--- src/rtl/pc_ir_fetch.sv ---
// Program counter and instruction register with a handshaked instruction
// fetch. A fetch timeout is fatal and stays latched until reset.
module pc_ir_fetch (
    input  logic        Clk,
    input  logic        reset,
    input  logic        IRWrite,
    input  logic        PCWrite,
    input  logic        PCWriteCond,
    input  logic [1:0]  PCSource,
    input  logic        Zero,
    input  logic [31:0] ALUResult,
    input  logic [31:0] ALUOut,
    input  logic [31:0] MemData,
    input  logic        MemReady,
    output logic        MemReq,
    output logic [31:0] MemAddr,
    output logic [31:0] PC,
    output logic [5:0]  Opcode,
    output logic [4:0]  Rs,
    output logic [4:0]  Rt,
    output logic [4:0]  Rd,
    output logic [5:0]  Funct,
    output logic [15:0] Imm16,
    output logic        Stall,
    output logic        InstrValid,
    output logic        FetchErr,
    output logic [15:0] InstrCount
);

    localparam int unsigned XLEN   = 32;
    localparam int unsigned WAIT_W = 4;
    localparam int unsigned CNT_W  = 16;

    localparam logic [1:0] SRC_ALU_RESULT = 2'b00;
    localparam logic [1:0] SRC_ALU_OUT    = 2'b01;
    localparam logic [1:0] SRC_JUMP       = 2'b10;
    localparam logic [1:0] SRC_HOLD       = 2'b11;

    localparam logic [WAIT_W-1:0] WAIT_MAX = '1;

    typedef enum logic [1:0] {
        IDLE  = 2'd0,
        FETCH = 2'd1,
        ERR   = 2'd2
    } state_t;

    state_t            state;
    logic [XLEN-1:0]   IR;
    logic              pend;
    logic [1:0]        pend_src;
    logic [XLEN-1:0]   pend_val;
    logic [WAIT_W-1:0] wait_cnt;

    logic [XLEN-1:0]   jump_target_c;
    logic [XLEN-1:0]   src_val_c;
    logic              write_req_c;

    // Instruction fields are plain slices of the instruction register
    assign Opcode = IR[31:26];
    assign Rs     = IR[25:21];
    assign Rt     = IR[20:16];
    assign Rd     = IR[15:11];
    assign Funct  = IR[5:0];
    assign Imm16  = IR[15:0];

    // PC source mux and write-request qualification
    always_comb begin
        jump_target_c = {PC[31:28], IR[25:0], 2'b00};
        write_req_c   = PCWrite | (PCWriteCond & Zero);
        src_val_c     = PC;
        case (PCSource)
            SRC_ALU_RESULT: src_val_c = ALUResult;
            SRC_ALU_OUT:    src_val_c = ALUOut;
            SRC_JUMP:       src_val_c = jump_target_c;
            SRC_HOLD:       src_val_c = PC;
            default:        src_val_c = PC;
        endcase
    end

    // Fetch FSM with registered handshake/status outputs
    always_ff @(posedge Clk or negedge reset) begin
        if (!reset) begin
            state      <= IDLE;
            PC         <= '0;
            IR         <= '0;
            pend       <= 1'b0;
            pend_src   <= SRC_HOLD;
            pend_val   <= '0;
            wait_cnt   <= '0;
            MemReq     <= 1'b0;
            MemAddr    <= '0;
            Stall      <= 1'b0;
            InstrValid <= 1'b0;
            FetchErr   <= 1'b0;
            InstrCount <= '0;
        end else begin
            InstrValid <= 1'b0;
            case (state)
                IDLE: begin
                    if (IRWrite) begin
                        // PC write requested alongside a fetch is deferred
                        // until the instruction word arrives
                        state    <= FETCH;
                        pend     <= write_req_c;
                        pend_src <= PCSource;
                        pend_val <= src_val_c;
                        wait_cnt <= '0;
                        MemReq   <= 1'b1;
                        MemAddr  <= PC;
                        Stall    <= 1'b1;
                    end else if (write_req_c && (PCSource != SRC_HOLD)) begin
                        PC <= src_val_c;
                    end
                end
                FETCH: begin
                    if (MemReady) begin
                        IR <= MemData;
                        if (pend && (pend_src != SRC_HOLD)) begin
                            PC <= pend_val;
                        end
                        pend       <= 1'b0;
                        InstrValid <= 1'b1;
                        InstrCount <= InstrCount + CNT_W'(1);
                        MemReq     <= 1'b0;
                        Stall      <= 1'b0;
                        state      <= IDLE;
                    end else if (wait_cnt == WAIT_MAX) begin
                        state    <= ERR;
                        MemReq   <= 1'b0;
                        FetchErr <= 1'b1;
                        pend     <= 1'b0;
                    end else begin
                        wait_cnt <= wait_cnt + WAIT_W'(1);
                    end
                end
                ERR: begin
                    // Terminal until reset
                    state  <= ERR;
                    MemReq <= 1'b0;
                    Stall  <= 1'b1;
                end
                default: begin
                    state  <= IDLE;
                    MemReq <= 1'b0;
                    Stall  <= 1'b0;
                end
            endcase
        end
    end

endmodule

--- config.mk ---
export PLATFORM = sky130hd
export DESIGN_NAME = pc_ir_fetch
export DESIGN_NICKNAME = d
export VERILOG_FILES = /design/src/rtl/pc_ir_fetch.sv
export SDC_FILE = /design/constraint.sdc
export NUM_CORES = 1
export LEC_CHECK = 0
export CAP_MARGIN = 20
export CORE_AREA = 8 8 155 157
export DETAILED_ROUTE_END_ITERATION = 8
export DIE_AREA = 0 0 163 165
export GPL_TIMING_DRIVEN = 0
export PLACE_DENSITY = 0.66
export SLEW_MARGIN = 10
export SYNTH_ARGS = -nofsm -noshare
export SYNTH_HDL_FRONTEND = slang
export SYNTH_SLANG_ARGS = --single-unit
--- constraint.sdc ---
create_clock -name Clk -period 3.6 [get_ports Clk]
set_clock_uncertainty 0.1 [all_clocks]
set_input_delay 0.72 -clock Clk [delete_from_list [all_inputs] [get_ports Clk]]
set_output_delay 0.72 -clock Clk [all_outputs]
set_load 0.05 [all_outputs]
==> results by group, run 1 <==
Floorplanning
  • Die area: 0.0269 mm2
  • CORE AREA: 0.0215 mm2
  • Die X: 163 um
  • Num rows: 54
  • Starting Density: 0.346
  • Die Y-Extent: 165 um
  • IO Count: 232

Synth
  • Post-Syn Area: 0.00744 mm2
  • Post-synthesis xor/xnor area fraction: 0.0188
  • Post-synthesis net count: 896
  • Most frequent cell after synthesis: nand2_1
  • EDFF count, synth: 0
  • Synth unique cells: 39
  • Mux cell area share after synthesis: 0.0458
  • Simple-gate share of the synthesized area: 0.189
  • Main flop type after synthesis: dfrtp_1
  • Yosys top cell area share: 0.518
  • Largest family of logic cells by synthesized area: simple AND/OR/NAND/NOR gates
  • Synth Instances: 789
  • Yosys top cell by area: dfrtp_1
  • Top post-synthesis cells by count: 252 x nand2_1, 154 x dfrtp_1, 60 x o21ai_0, 56 x a211oi_1, 37 x nor2b_1
  • Sequential area share after synthesis: 0.525
  • Mapped Avg Cell Area: 9.42 um2
  • Synthesis Warnings: 0
  • Post-synthesis adder-cell area fraction: 0.00337
  • Seq cells post-synth: 156
  • Synth area leaders: dfrtp_1 52%, nand2_1 13%, a211oi_1 5.7%, o21ai_0 4.0%, mux2i_1 3.8%
  • Compound-gate portion of the synthesized area: 0.173
  • Post-synth ARST share: 1.00

Worst setup path
  • Crit path max fanout: 10
  • CP Data Arrival Time: 3.08 ns
  • CP Class: input port to register
  • Critical path startpoint category: input port
  • Critical Path RT: 3.87 ns
  • CP Capture Type: register

Global routing
  • Vias in the first global route: 7018
  • First-pass GRT wire length: 39900 um
  • Initial antenna violation count: 1
  • Pin count of the biggest net entering global routing: 90
  • Overall routing resource usage: 0.192
  • GR Overflow Total: 0

Timing
  • Worst Tran Pin Value: 0.730 ns
  • Final hold violations: 0
  • Period minus WS final: 2.82 ns
  • Final setup viols: 0
  • Slew Viols, Final: 0
  • Final period util: 0.782
  • Setup TNS: 0 ns
  • RSZ-0062 raised after global routing: false
  • Worst slew margin: 0.513
  • Fmax: 355 MHz

Clocking
  • Inserted Clock Buffers: 17
  • Sink Count: 156
  • TritonCTS clock tree: yes
  • Post_cts resized: 0
  • Setup bufs post-CTS: 0
  • H-tree levels: 4
  • Clk pin slew, worst setup/hold paths: 0.06 ns
  • Clk buf depth: 2
  • Worst-Skew Late Latency: 0.43 ns
  • Cts hold-fix bufs: 0
  • Clk root buf: clkbuf_16

Pwr
  • Switch Pwr: 0.887 mW
  • Power consumption: 3.96 mW
  • Max IR drop VDD: 0.283 mV
  • Flop pwr share: 0.444
  • PwrDens: 369 mW/mm2
  • Combinational share of power: 0.081
  • Sw Share: 0.224
  • Internal power: 3.07 mW
  • LEAKAGE: 5.18 nW
  • Clk network pwr share: 0.475

Placement
  • RePlAce Congestion: 0.785
  • Detail Placement HPWL: 18800 um
  • Placed Cells: 1301
  • Number of port buffers: 231

Route
  • Top sig layer: met4
  • Routed WL per cell: 19.0 um
  • Drt drc: 0
  • DRT Pass-1 Iters: 7
  • Final WL: 25300 um
  • Met1 WL: 11200 um
  • ANT nets after route: 0
  • Vias per Instance: 5.05
  • Via count: 6741
  • DRT iter0 DRCs: 487
  • Met2 wire len: 11800 um
  • WL met3: 1750 um

Cells and area
  • Area Overhead vs Synth: 44.5%
  • Fillers: 2045
  • Non-Filler Instances: 1334
  • FF/Latch Area: 0.00391 mm2
  • Layout net count: 1147
  • Core Util, Final: 0.500
  • Layout cells sized above 1: 0.0655
  • Multi-input logic area: 0.00320 mm2

Worst hold path
  • Hold/Removal Path Class: input port to async pin

Run
  • Max-cap violations: 0

Status
  • Status: finished clean
-- flip-flops by register name, indices dropped and copies added (netlist names), 2 cells and up --
| register | count |
|---|---|
| wait_cnt | 4 |
| PC | 32 |
| InstrCount | 16 |
| MemAddr | 32 |
| state | 2 |
| pend_val | 32 |
| IR | 32 |
| pend_src | 2 |
-- worst max-delay path, stage by stage --
cell             delay, ns
clkdlybuf4s50_1       0.53
buf_2                 0.31
buf_2                 0.35
buf_1                 0.50
a211oi_1              0.25
a211oi_1              0.30
a21o_1                0.12
-- power by group through the flow --
stage | registers, mW | clock network (mW) | logic, mW
2_1_floorplan | 1.80 | 0 | 0.109
3_3_place_gp | 1.79 | 0 | 0.317
3_5_place_dp | 1.79 | 0 | 0.325
4_1_cts | 1.76 | 1.91 | 0.327
5_1_grt | 1.76 | 1.99 | 0.349
6_report | 1.76 | 1.88 | 0.321
-- cells in the final DEF (no fill, tap or decap), types with 6 or more instances in the layout --
master	netlist	layout
a2bb2oi_1	26	26
mux2i_1	28	28
clkdlybuf4s50_1	0	230
buf_4	12	12
nand2_1	252	252
and3_1	7	7
xor2_1	10	10
o21ai_0	60	60
nor2b_1	37	37
a21o_1	27	27
clkbuf_16	0	17
nor2_1	9	9
a211oi_1	56	56
nand3_1	10	10
o31ai_1	8	8
clkbuf_1	32	35
xnor2_1	6	6
buf_2	15	15
dfrtp_1	154	154
-- kinds of logic (layout without fill, tap and decap cells) --
family	count (synthesis)	count (layout)
AO/OA/AOI/OAI	186	186
buffers and inverters	68	332
adder cells (fa/ha/maj)	2	2
other	0	1
flip-flops	156	156
AND/OR/NAND/NOR	329	329
XOR/XNOR	16	16
multiplexers	32	32
-- path summary, 6_finish.rpt --
path | startpoint | to | slack (ns) | depth (start not counted)
setup / recovery | PCSource[0] | pend_val[25]$_DFFE_PN0N_ | 0.78 | 7
hold / removal | reset | IR[28]$_DFFE_PN0N_ | 0.12 | 1
setup reg to reg | state[0]$_DFFE_PN0P_ | PC[20]$_DFFE_PN0P_ | 1.19 | 7
hold reg to reg | pend_src[1]$_DFFE_PN1N_ | pend_src[1]$_DFFE_PN1N_ | 0.36 | 2
max in group asynchronous | reset | IR[3]$_DFFE_PN0N_ | 2.44 | 2
min in group Clk | pend_src[1]$_DFFE_PN1N_ | pend_src[1]$_DFFE_PN1N_ | 0.36 | 2
-- routing by layer --
layer	track usage	up-vias
met5	0	-
met1	0.247	3265
met2	0.308	235
li1	-	3207
met3	0.0471	34
met4	0.0696	0
-- stage by stage --
stage | setup slack (ns) | hold WS [ns] | instance area, um2
2_1_floorplan | 1.51 | 0.324 | 7440
3_3_place_gp | -4.86 | 0.349 | 10100
3_5_place_dp | 0.376 | 0.349 | 10100
4_1_cts | 0.823 | 0.154 | 10700
5_1_grt | 0.669 | 0.180 | 10700
6_report | 0.784 | 0.116 | 10700
-- layout make-up --
class	count	share of cell area
multi-input cells	565	0.298
clock inverters	9	0.0126
clock buffers	23	0.0445
flip-flops and latches	156	0.363
repair buffers	232	0.218
diodes	1	0.000233
plain buffers	65	0.0295
inverters	3	0.00105
well taps	280	0.0326
Power figures use the tool's default switching activity.
==> run 2, diff against run 1 <==
==> constraint.sdc (replaced) <==
create_clock -name Clk -period 2.7 [get_ports Clk]
set_clock_uncertainty 0.1 [all_clocks]
set_input_delay 0.54 -clock Clk [delete_from_list [all_inputs] [get_ports Clk]]
set_output_delay 0.54 -clock Clk [all_outputs]
set_load 0.05 [all_outputs]
==> run 2 against run 1 <==
Net effect: non-clock buffer count grew 1; routed wire length grew 0.15%; worst setup slack lost 0.61 ns; cell count is essentially flat; sequential power grew 34%; first-iteration DRC count grew 8.2%; combinational power grew 34%; cell area grew 0.10%; largest power group unchanged; highest routed layer unchanged.
==> results by group, run 2 (synthesized netlist as in run 1, its figures left out) <==
Timing
  • Final period util: 0.935
  • Setup ws final: 0.174 ns (-0.610 ns)
  • Worst Tran Pin Value: 0.708 ns (-0.0217 ns)
  • Setup TNS: 0 ns (unchanged)
  • Final hold violations: 0 (unchanged)
  • Period minus WS final: 2.53 ns
  • Worst slew margin: 0.528 (+0.0144)
  • RSZ-0062 raised after global routing: false
  • Fmax: 396 MHz
  • Slew Viols, Final: 0 (unchanged)
  • Final setup viols: 0 (unchanged)

Worst setup path
  • CP Capture Type: register
  • Setup slack, reg-to-reg: 0.31 ns (-0.88 ns)
  • Critical Path RT: 2.94 ns (-0.93 ns)
  • Critical path startpoint category: input port
  • FF-to-FF Start: state[0]$_DFFE_PN0P_
  • Critical R2R Capture: PC[20]$_DFFE_PN0P_
  • CP Data Arrival Time: 2.77 ns (-0.31 ns)
  • CP Class: input port to register
  • Worst reg2reg path depth: 7 (unchanged)
  • Crit path max fanout: 10 (unchanged)

Route
  • DRT Pass-1 Iters: 7 (unchanged)
  • Vias per Instance: 5.05 (about the same)
  • Routed WL per cell: 19.0 um (about the same)
  • Final WL: 25400 um (+0.15%)
  • Via count: 6747 (+0.089%)
  • DRT iter0 DRCs: 527 (+8.2%)
  • ANT nets after route: 0 (unchanged)
  • Drt drc: 0 (unchanged)

Cells and area
  • Layout net count: 1148 (+0.087%)
  • Commonest non-fill, non-tap cell in the layout: nand2_1
  • Fillers: 2047 (+0.098%)
  • Area Overhead vs Synth: 44.7%
  • Layout cells sized above 1: 0.0664 (+0.000887)
  • Most frequent cells in the layout: 252 x nand2_1, 230 x clkdlybuf4s50_1, 154 x dfrtp_1, 60 x o21ai_0, 56 x a211oi_1

Floorplanning
  • IO Count: 232 (unchanged)
  • Die Y-Extent: 165 um (unchanged)
  • Die area: 0.0269 mm2 (unchanged)
  • CORE AREA: 0.0215 mm2 (unchanged)
  • Starting Density: 0.346 (unchanged)
  • Num rows: 54 (unchanged)
  • Die X: 163 um (unchanged)

Clocking
  • Setup bufs post-CTS: 0 (unchanged)
  • Clk pin slew, worst setup/hold paths: 0.06 ns (about the same)
  • H-tree levels: 4 (unchanged)
  • Clk buf depth: 2 (unchanged)
  • TritonCTS clock tree: yes
  • Worst-Skew Late Latency: 0.43 ns (about the same)
  • Inserted Clock Buffers: 17 (unchanged)
  • Sink Count: 156 (unchanged)
  • Clk root buf: clkbuf_16

Placement
  • Number of port buffers: 231 (unchanged)
  • Dpl ws: -0.344 ns (-0.720 ns)
  • Detail Placement HPWL: 18800 um (unchanged)
  • RePlAce Congestion: 0.785 (unchanged)

Pwr
  • Max IR drop VDD: 0.378 mV (+33%)
  • LEAKAGE: 5.18 nW (+0.14%)
  • PwrDens: 491 mW/mm2 (+33%)

Global routing
  • GR Overflow Total: 0 (unchanged)
  • Initial antenna violation count: 1 (unchanged)
  • Overall routing resource usage: 0.192 (about the same)
  • First-pass GRT wire length: 39900 um (about the same)
  • Pin count of the biggest net entering global routing: 90 (unchanged)
  • Vias in the first global route: 7026 (+0.11%)

Run
  • Max-cap violations: 0 (unchanged)

Worst hold path
  • Hold endpoint: pend_src[1]$_DFFE_PN1N_
  • Worst Hold Depth: 2
  • Min-Delay Startpoint: pend_src[1]$_DFFE_PN1N_
  • Hold/Removal Path Class: register to register

Status
  • Status: finished clean
## run 2: cell types whose count changed in the layout (fill, tap and decap cells not counted)
cell,previous run,this run
dlygate4sd3_1,0,1
buf_1,4,3
clkbuf_2,1,2
## run 2: worst max path at each step
| stage | to | slack (ns) | from |
|---|---|---|---|
| after floorplan | PC[28]$_DFFE_PN0P_ | 0.61 | state[0]$_DFFE_PN0P_ |
| after global routing | PC[11]$_DFFE_PN0P_ | 0.03 | PCSource[0] |
| after detailed placement | pend_val[25]$_DFFE_PN0N_ | -0.34 | PCSource[0] |
| after global placement | IR[3]$_DFFE_PN0N_ | -5.58 | reset |
| final | PC[18]$_DFFE_PN0P_ | 0.17 | PCSource[0] |
| after CTS | pend_val[25]$_DFFE_PN0N_ | 0.10 | PCSource[0] |
## run 2: worst max-delay path, cell delays in order
cell and delay, ns:
clkdlybuf4s50_1 0.53, buf_2 0.31, nand2b_1 0.38, clkbuf_1 0.46
o21ai_0 0.18, a2bb2oi_1 0.17, o21ai_0 0.18
## run 2: timing repair
item | CTS | global route
resized for setup | 0 | 1
endpoints found under the setup margin | 0 | 5
hold buffers | 1 | 0
hold endpoints to repair | 43 | 0
## run 2: metrics by stage
stage	instances	util	total power, mW	cell area (um2)	hold WS (ns)
detailed placement	1301	0.472	2.82	10100	0.349
finish	1335	0.501	5.28	10800	0.360
floorplan	789	-	2.55	7440	0.144
CTS	1334	0.501	5.33	10800	0.360
global route	1335	0.501	5.46	10800	0.373
global placement	1300	0.470	2.81	10100	0.349
## run 2: area by class of cell
cell class | count | area (um2) | area share
clock buffer | 23 | 478 | 0.0444
multi-input combinational | 565 | 3200 | 0.298
timing repair buffer | 233 | 2350 | 0.219
tap | 280 | 350 | 0.0326
sequential | 156 | 3910 | 0.363
clock inverter | 9 | 135 | 0.0126
inverter | 3 | 11.3 | 0.00105
antenna | 1 | 2.50 | 0.000233
buffer | 65 | 318 | 0.0295
## run 2: report_power, final
group / internal, mW / switching (mW) / total [mW]
clock network: 1.53 / 0.971 / 2.50
logic: 0.225 / 0.204 / 0.429
registers: 2.34 / 0.00449 / 2.35
total: 4.10 / 1.18 / 5.28
## run 2: metal layers
layer  global-route usage  wire length (um)  vias up
li1                     -                 -     3210
met1                0.247             11300     3279
met2                0.308             11900      224
met3               0.0471              1650       34
met4               0.0696               529        0
met5                    0                 0        -
==> run 3, diff against run 2 <==
--- a/config.mk
+++ b/config.mk
@@ -6,11 +6,11 @@
 export NUM_CORES = 1
 export LEC_CHECK = 0
 export CAP_MARGIN = 20
-export CORE_AREA = 8 8 155 157
+export CORE_AREA = 2 2 149 151
 export DETAILED_ROUTE_END_ITERATION = 8
-export DIE_AREA = 0 0 163 165
+export DIE_AREA = 0 0 151 153
 export GPL_TIMING_DRIVEN = 0
-export PLACE_DENSITY = 0.66
+export PLACE_DENSITY = 0.62
 export SLEW_MARGIN = 10
 export SYNTH_ARGS = -nofsm -noshare
 export SYNTH_HDL_FRONTEND = slang
==> run 3 against run 2 <==
Net effect: largest cell class unchanged; sequential cell count did not move; via count fell by 0.28%; sequential share of layout area rose by 0.17 points; cell count did not move; critical path depth did not move; power fell by 3.4%.
==> results by group, run 3 (synthesized netlist as in run 1, its figures left out) <==
Global routing
  • First-pass GRT wire length: 37800 um (-5.4%)
  • Overall routing resource usage: 0.214 (+0.0217)
  • GR Overflow Total: 0 (unchanged)
  • Initial antenna violation count: 1 (unchanged)
  • Vias in the first global route: 6661 (-5.2%)
  • Pin count of the biggest net entering global routing: 85 (-5.6%)

Cells and area
  • Layout cells sized above 1: 0.0674 (+0.000949)
  • Layout net count: 1148 (unchanged)
  • Most frequent cells in the layout: 252 x nand2_1, 230 x clkdlybuf4s50_1, 154 x dfrtp_1, 60 x o21ai_0, 56 x a211oi_1
  • Commonest non-fill, non-tap cell in the layout: nand2_1
  • Core Util, Final: 0.498 (-0.00227)
  • Area Overhead vs Synth: 44.0%
  • Non-Filler Instances: 1335 (unchanged)

Status
  • Status: finished clean

Placement
  • Detail Placement HPWL: 17500 um (-6.6%)
  • Placed Cells: 1301 (unchanged)
  • Dpl ws: -0.391 ns (-0.0467 ns)
  • Number of port buffers: 231 (unchanged)
  • RePlAce Congestion: 0.784 (-0.13%)

Timing
  • Setup ws final: 0.140 ns (-0.0343 ns)
  • Hold WS: 0.363 ns (+0.00255 ns)
  • Setup TNS: 0 ns (unchanged)
  • Worst Tran Pin Value: 0.663 ns (-0.0450 ns)
  • RSZ-0062 raised after global routing: false
  • Worst slew margin: 0.558 (+0.0300)
  • Slew Viols, Final: 0 (unchanged)
  • Final setup viols: 0 (unchanged)
  • Final period util: 0.948 (+0.0127)
  • Period minus WS final: 2.56 ns (+0.0343 ns)
  • Final hold violations: 0 (unchanged)
  • Fmax: 391 MHz (-1.3%)

Pwr
  • Max IR drop VDD: 0.375 mV (-0.65%)
  • LEAKAGE: 5.17 nW (-0.34%)
  • PwrDens: 476 mW/mm2 (-3.0%)

Route
  • Vias per Instance: 5.04 (-0.28%)
  • Via count: 6728 (-0.28%)
  • ANT nets after route: 0 (unchanged)
  • DRT Pass-1 Iters: 5 (-2)
  • Final WL: 24400 um (-3.7%)
  • DRT iter0 DRCs: 427 (-19%)
  • Routed WL per cell: 18.3 um (-3.7%)
  • Drt drc: 0 (unchanged)

Worst setup path
  • Crit path max fanout: 10 (unchanged)
  • Crit path buf inv count: 3 (unchanged)
  • Max incr delay on CP: 0.53 ns (about the same)
  • Worst reg2reg path depth: 7 (unchanged)
  • CP Cell Sequence: clkdlybuf4s50_1 -> buf_2 -> clkbuf_1 -> nor2b_1 -> a211oi_1 -> a2bb2oi_1 -> o21ai_0
  • Critical path startpoint category: input port
  • Crit path max-delay family: buffers and inverters
  • CP Capture Type: register
  • Cell depth of the worst setup path: 7 (unchanged)
  • CP Class: input port to register
  • Critical Path RT: 2.88 ns (-0.06 ns)
  • Slowest cell on crit path: clkdlybuf4s50_1
  • CP Data Arrival Time: 2.74 ns (-0.03 ns)

Clocking
  • Worst-Skew Late Latency: 0.43 ns (about the same)
  • TritonCTS clock tree: yes
  • Inserted Clock Buffers: 17 (unchanged)
  • Sink Count: 156 (unchanged)
  • Clk pin slew, worst setup/hold paths: 0.06 ns (about the same)
  • Clk root buf: clkbuf_16
  • H-tree levels: 4 (unchanged)
  • Clk buf depth: 2 (unchanged)

Worst hold path
  • Hold/Removal Path Class: register to register
  • Worst Hold Depth: 1 (-1)

Floorplanning
  • Num rows: 54 (unchanged)
  • Die area: 0.0231 mm2 (-14%)
  • IO Count: 232 (unchanged)
  • Die X: 151 um (-7.4%)
  • Starting Density: 0.346 (unchanged)
  • Die Y-Extent: 153 um (-7.3%)
  • CORE AREA: 0.0215 mm2 (unchanged)

Run
  • Max-cap violations: 0 (unchanged)
-- run 3: cell types whose count changed in the layout (fill, tap and decap cells not counted) --
cell,delta
bufinv_16,-2
clkbuf_1,-1
clkinv_2,+3
-- run 3: metal layers --
layer | vias up | routed length (um) | global-route usage
met5 | - | 0 | 0
met4 | 0 | 297 | 0.0605
met3 | 21 | 1370 | 0.0451
met2 | 199 | 11500 | 0.338
met1 | 3308 | 11300 | 0.296
li1 | 3200 | - | -
-- run 3: stage by stage --
stage                     area [um2]  total power [mW]
after floorplan                 7440              2.55
after global placement         10100              2.81
after detailed placement       10100              2.82
after CTS                      10700              5.15
after global routing           10700              5.28
final                          10700              5.10
-- run 3: path summary, 6_finish.rpt --
kind / start / endpoint / slack, ns
setup / recovery: PCSource[0] / PC[23]$_DFFE_PN0P_ / 0.14
hold / removal: FetchErr$_DFFE_PN0P_ / FetchErr$_DFFE_PN0P_ / 0.36
setup reg to reg: state[0]$_DFFE_PN0P_ / PC[23]$_DFFE_PN0P_ / 0.20
hold reg to reg: FetchErr$_DFFE_PN0P_ / FetchErr$_DFFE_PN0P_ / 0.36
max in group asynchronous: reset / pend_val[10]$_DFFE_PN0N_ / 1.05
min in group asynchronous: reset / IR[30]$_DFFE_PN0N_ / 0.58
-- run 3: repair_timing --
action	in CTS	in global routing
resized for setup	0	1
hold buffers	1	0
setup endpoints to repair	0	4
hold endpoints to repair	3	0
setup buffers	0	0
-- run 3: layout make-up --
cell class / count / area (um2)
fillers: 2084 / 10800
repair buffers: 233 / 2350
clock inverters: 10 / 90.1
plain buffers: 65 / 318
well taps: 280 / 350
diodes: 1 / 2.50
clock buffers: 22 / 474
multi-input cells: 565 / 3200
flip-flops and latches: 156 / 3910
inverters: 3 / 11.3
-- run 3: worst reg2reg max path, cell delays in order (launching register included) --
cell      delay, ns
dfrtp_1        0.49
nor2b_1        0.19
buf_4          0.19
nand2_4        0.18
inv_2          0.08
a32oi_2        0.48
clkbuf_1       0.45
o21ai_0        0.20
-- run 3: report_power, final --
part           switching [mW]  total, mW  internal (mW)
Clock                   0.982       2.32           1.34
Sequential            0.00454       2.35           2.34
Combinational           0.204      0.430          0.225
Total                    1.19       5.10           3.91
